==> src/rtl/uart_rx.sv <==
// UART serial receiver: 2-flop synchronizer, mid-bit sampling of start/8 data/optional
// parity/stop, one-cycle data_valid pulse with held data and parity/framing flags.
module uart_rx #(
  parameter int CLKS_PER_BIT = 8
) (
  input  logic       clk,
  input  logic       rst_n,
  input  logic       rx_serial,
  input  logic       parity_en,
  input  logic       even_parity,
  output logic [7:0] data_out,
  output logic       data_valid,
  output logic       parity_err,
  output logic       frame_err,
  output logic       busy
);

  localparam int CW = (CLKS_PER_BIT > 1) ? $clog2(CLKS_PER_BIT) : 1;
  localparam logic [CW-1:0] CNT_LAST = CW'(CLKS_PER_BIT - 1);
  localparam logic [CW-1:0] CNT_HALF = CW'(CLKS_PER_BIT / 2 - 1);

  typedef enum logic [2:0] {IDLE, START, DATA, PARITY, STOP} state_t;

  state_t        state;
  logic          rx_meta;
  logic          rx_s;
  logic [CW-1:0] cnt;
  logic [2:0]    idx;
  logic [7:0]    shift_reg;
  logic          par_bit;
  logic          pen_l;
  logic          even_l;
  logic          brk;

  function automatic logic parity_bit(input logic [7:0] d, input logic even);
    return even ? ^d : ~^d;
  endfunction

  // rx_serial is asynchronous to clk; both flops idle high
  always_ff @(posedge clk or negedge rst_n) begin
    if (!rst_n) begin
      rx_meta <= 1'b1;
      rx_s    <= 1'b1;
    end else begin
      rx_meta <= rx_serial;
      rx_s    <= rx_meta;
    end
  end

  always_ff @(posedge clk or negedge rst_n) begin
    if (!rst_n) begin
      state      <= IDLE;
      cnt        <= '0;
      idx        <= '0;
      shift_reg  <= '0;
      par_bit    <= 1'b0;
      pen_l      <= 1'b0;
      even_l     <= 1'b0;
      brk        <= 1'b0;
      data_out   <= '0;
      data_valid <= 1'b0;
      parity_err <= 1'b0;
      frame_err  <= 1'b0;
      busy       <= 1'b0;
    end else begin
      data_valid <= 1'b0;
      case (state)
        IDLE: begin
          cnt <= '0;
          idx <= '0;
          brk <= 1'b0;
          if (!rx_s) begin
            state  <= START;
            busy   <= 1'b1;
            pen_l  <= parity_en;
            even_l <= even_parity;
          end
        end
        START: begin
          if (cnt == CNT_HALF) begin
            cnt <= '0;
            if (rx_s) begin
              state <= IDLE;
              busy  <= 1'b0;
            end else begin
              state <= DATA;
            end
          end else begin
            cnt <= cnt + 1'b1;
          end
        end
        DATA: begin
          if (cnt == CNT_LAST) begin
            cnt       <= '0;
            shift_reg <= {rx_s, shift_reg[7:1]};
            if (idx == 3'd7) state <= pen_l ? PARITY : STOP;
            else             idx   <= idx + 1'b1;
          end else begin
            cnt <= cnt + 1'b1;
          end
        end
        PARITY: begin
          if (cnt == CNT_LAST) begin
            cnt     <= '0;
            par_bit <= rx_s;
            state   <= STOP;
          end else begin
            cnt <= cnt + 1'b1;
          end
        end
        STOP: begin
          // After a low stop bit, wait out the line break instead of re-framing it
          if (brk) begin
            if (rx_s) begin
              state <= IDLE;
              busy  <= 1'b0;
              brk   <= 1'b0;
            end
          end else if (cnt == CNT_LAST) begin
            cnt        <= '0;
            data_valid <= 1'b1;
            data_out   <= shift_reg;
            parity_err <= pen_l && (par_bit != parity_bit(shift_reg, even_l));
            frame_err  <= !rx_s;
            if (rx_s) begin
              state <= IDLE;
              busy  <= 1'b0;
            end else begin
              brk <= 1'b1;
            end
          end else begin
            cnt <= cnt + 1'b1;
          end
        end
        default: begin
          state <= IDLE;
          busy  <= 1'b0;
        end
      endcase
    end
  end

endmodule

==> config.mk <==
export PLATFORM = sky130hd
export DESIGN_NAME = uart_rx
export DESIGN_NICKNAME = d
export VERILOG_FILES = /design/src/rtl/uart_rx.sv
export SDC_FILE = /design/constraint.sdc
export NUM_CORES = 1
export LEC_CHECK = 0
export CAP_MARGIN = 20
export CORE_AREA = 5 5 65 62
export DETAILED_ROUTE_END_ITERATION = 7
export DIE_AREA = 0 0 70 67
export GPL_TIMING_DRIVEN = 0
export MAX_ROUTING_LAYER = met4
export PLACE_DENSITY = 0.75
export SLEW_MARGIN = 0
export SYNTH_ARGS = -nofsm -noshare
export SYNTH_HDL_FRONTEND = slang
export SYNTH_SLANG_ARGS = --single-unit
==> constraint.sdc <==
create_clock -name clk -period 3.7 [get_ports clk]
set_clock_uncertainty 0.05 [all_clocks]
set_input_delay 0.74 -clock clk [delete_from_list [all_inputs] [get_ports clk]]
set_output_delay 0.74 -clock clk [all_outputs]
set_load 0.01 [all_outputs]
==> key figures <==
Hold path
  – Worst hold path class: flip-flop to flip-flop
  – Hold_sp: rx_meta
  – Worst Hold Depth: 0
  – WHS Endpoint: rx_s

Yosys
  – Avg Inst Size Synth: between 10 and 15 µm²
  – Ys Warns: 0
  – #FFs+latches synth: 35
  – Synth area leaders: dfrtp_1 48%, mux2_2 12%, ha_1 5.1%
  – Post-synth EDFFs: 0
  – Main synth FF type: dfrtp_1
  – Number of unique standard cell types used by synthesis: 37
  – Synth Instances: ~140
  – Ys async rst share: 100%
  – Yosys top cell area share: roughly 48%
  – Syn nets: between 150 and 200
  – Syn Std Cell Area: approximately 1700 µm²
  – Seq/Total Area, Yosys: between 50% and 60%
  – Yosys top cell by area: dfrtp_1

Pwr
  – Cell internal pwr: 694 µW
  – Leakage power: between 0.9 and 1 nW
  – Clk network pwr share: about a fifth
  – Switch share: a little over a third
  – Power, Total: 1.08 mW
  – Peak supply drop: about 0.30 mV
  – NetSw: 382 µW
  – Sequential group share of total power: about 44%
  – Power Density: about 540 nW/µm²
  – Comb pwr share: approximately 38%

Route
  – DR pass1 iterations: 4
  – Via count: between 1k and 1.5k
  – Antenna Nets Post-Route: 0
  – Starting DRT DRC Count: slightly below 50
  – Vias per cell: roughly 5.4
  – Wirelength per Cell: approximately 15 µm
  – # DRC: 0
  – WL final: around 3.2 mm

STA
  – Worst Max-Slew Pin Slew: around 0.77 ns
  – Setup repair after global routing missed its margin: false
  – Setup_tns: 0 ns
  – Final setup viols: 0
  – Hold Fails Final Rpt: 0
  – Pins Over Slew Limit: 0
  – Final min period: 2.06 ns
  – Highest clock rate: just under 0.5 GHz
  – Slew HR: around half
  – Final Cycle Share: 55.7%

Worst setup path
  – Critical Path Slowest Stage Cell: clkdlybuf4s50_1
  – R2R cell count: 6
  – Crit start category: flip-flop
  – Critical Path AT: around 1.3 ns
  – CP Max Fanout: 2
  – Reg2reg end: state[0]
  – Delay-heaviest family, CP: buffers and inverters
  – Cells along the critical path: clkdlybuf4s50_1
  – Worst reg2reg setup slack: 1.77 ns
  – Req. time, crit path: 2.91 ns
  – R2r startpoint: cnt[0]
  – Crit. End Element: primary output
  – Max stage delay on crit path: approximately 0.56 ns
  – Worst Path Buf+Inv: 1
  – Worst path depth: 1
  – Crit path kind: flip-flop to primary output

Global routing
  – Initial antenna violation count: 0
  – Grt total ovfl: 0
  – GRT Total Usage: about 16%
  – Global-route wire length before repair: about 5.7 mm
  – Largest net degree at the start of global routing: 36
  – Number of global-route vias before repair: between 1k and 1.5k

Placement
  – Buffers on Ports: 16
  – DP HPWL: roughly 2.3 mm
  – GP Congestion: around 0.8
  – Cell count after placement: 201
  – Area after DPL: about 1900 µm²

Clocking
  – CTS H-tree lvls: 2
  – Sink Count: 35
  – Setup bufs post-CTS: 0
  – Clock Tree Buf Depth: 2
  – Post-CTS sizing: 0
  – Worst skew pair latency: 0.34 ns
  – Clock-pin slew on the worst setup and hold paths: about 0.11 ns
  – # hold bufs at CTS: 0
  – CTS tree: built
  – CTS Buf Count: 5
  – Clock root buffer: clkbuf_4

Floorplan
  – Die area: approximately 4700 µm²
  – I/O Pins: 17
  – Row cnt: 20
  – Chip height: 67 µm
  – Die Span X: 70 µm
  – Placeable Area: around 3300 µm²
  – Initial core utilization: between 50% and 60%

Run status
  – Outcome: completed

Cells and area
  – Fill cells: ~280
  – Nets: 176
  – Antenna Cells: 0
  – Ratio of cells with drive above 1 in the final layout: between 20% and 30%
  – Area grow syn2layout: 15.3%
  – Layout Cells excl Fill: 209
  – Fin area: slightly below 2000 µm²

Job
  – Max-cap violations: 0
==> power by group through the flow <==
| stage | sequential, mW | clock [mW] | combinational (mW) |
|---|---|---|---|
| after floorplan | 0.470 | 0 | 0.317 |
| after global placement | 0.473 | 0 | 0.388 |
| after detailed placement | 0.476 | 0 | 0.405 |
| after CTS | 0.469 | 0.211 | 0.407 |
| after global routing | 0.475 | 0.222 | 0.452 |
| final | 0.469 | 0.200 | 0.407 |
==> cell usage after synthesis, types with 2 or more instances <==
| cell | instances |
|---|---|
| dfrtp_1 | 33 |
| mux2_2 | 19 |
| nand2_1 | 9 |
| ha_1 | 7 |
| inv_1 | 7 |
| xnor2_1 | 7 |
| a21oi_1 | 6 |
| nor2_1 | 6 |
| o21ai_0 | 6 |
| a22o_1 | 5 |
| buf_2 | 5 |
| a21o_1 | 3 |
| dfstp_2 | 2 |
| nor2b_1 | 2 |
| o22ai_1 | 2 |
==> worst max-delay path by stage <==
stage                     start           to  slack (ns)
floorplan                cnt[0]     state[0]        1.93
global placement          rst_n  data_out[0]        1.14
detailed placement       cnt[0]     state[0]        1.75
CTS                 data_out[0]  data_out[0]        1.61
global route         parity_err   parity_err        1.57
finish              data_out[0]  data_out[0]        1.64
==> stage by stage <==
step | hold slack (ns) | util [%] | setup WS [ns]
6_report | 0.312 | 61.0 | 1.64
3_3_place_gp | 0.296 | 59.5 | 1.14
3_5_place_dp | 0.301 | 59.4 | 1.75
4_1_cts | 0.315 | 61.0 | 1.61
2_1_floorplan | 0.295 | - | 1.93
5_1_grt | 0.322 | 61.0 | 1.57
==> placed cells by master (no fill, tap or decap), drive strengths merged, types with 2 or more instances in the layout <==
cell           count
mux2              20
buf                7
ha                 7
inv                7
a21o               3
o21ai              6
dfstp              2
nor2b              2
nor2               8
o31ai              2
xnor2              7
or2                2
a21oi              6
clkbuf             6
a22o               5
dfrtp             33
nand2              9
o22ai              2
clkdlybuf4s50     15
==> area by class of cell <==
type	count	area (µm²)	area share, %
Buffer	6	32.5	1.64
Clock buffer	6	41.3	2.08
Clock inverter	2	12.5	0.630
Multi-Input combinational cell	93	785	39.5
Inverter	7	26.3	1.32
Timing Repair Buffer	16	155	7.81
Tap cell	44	55.1	2.77
Sequential cell	35	878	44.2
==> worst reg2reg max path: stages (launching register included) <==
cell	delay [ns]
dfrtp_1	0.37
ha_1	0.23
ha_1	0.32
o211ai_1	0.14
a31o_2	0.26
a21o_1	0.18
mux2_4	0.29
==> metal layers <==
layer / vias up / part of all wire, % / global-route usage [%]
met5: - / 0 / -
met4: 0 / 2.1 / 8.37
met3: 7 / 4.3 / 3.92
met2: 28 / 47 / 24.5
met1: 544 / 47 / 19.8
li1: 546 / - / -
==> logic make-up (layout without fill, tap and decap cells) <==
family	after synthesis	after routing	synth area share, %
AO/OA/AOI/OAI	30	30	12.1
XOR/XNOR	8	8	4.87
adder cells (fa/ha/maj)	7	7	5.09
buffers and inverters	13	37	3.42
flip-flops	35	35	51.0
multiplexers	20	20	13.3
AND/OR/NAND/NOR	28	28	10.2
(Power assumes the default switching activity.)
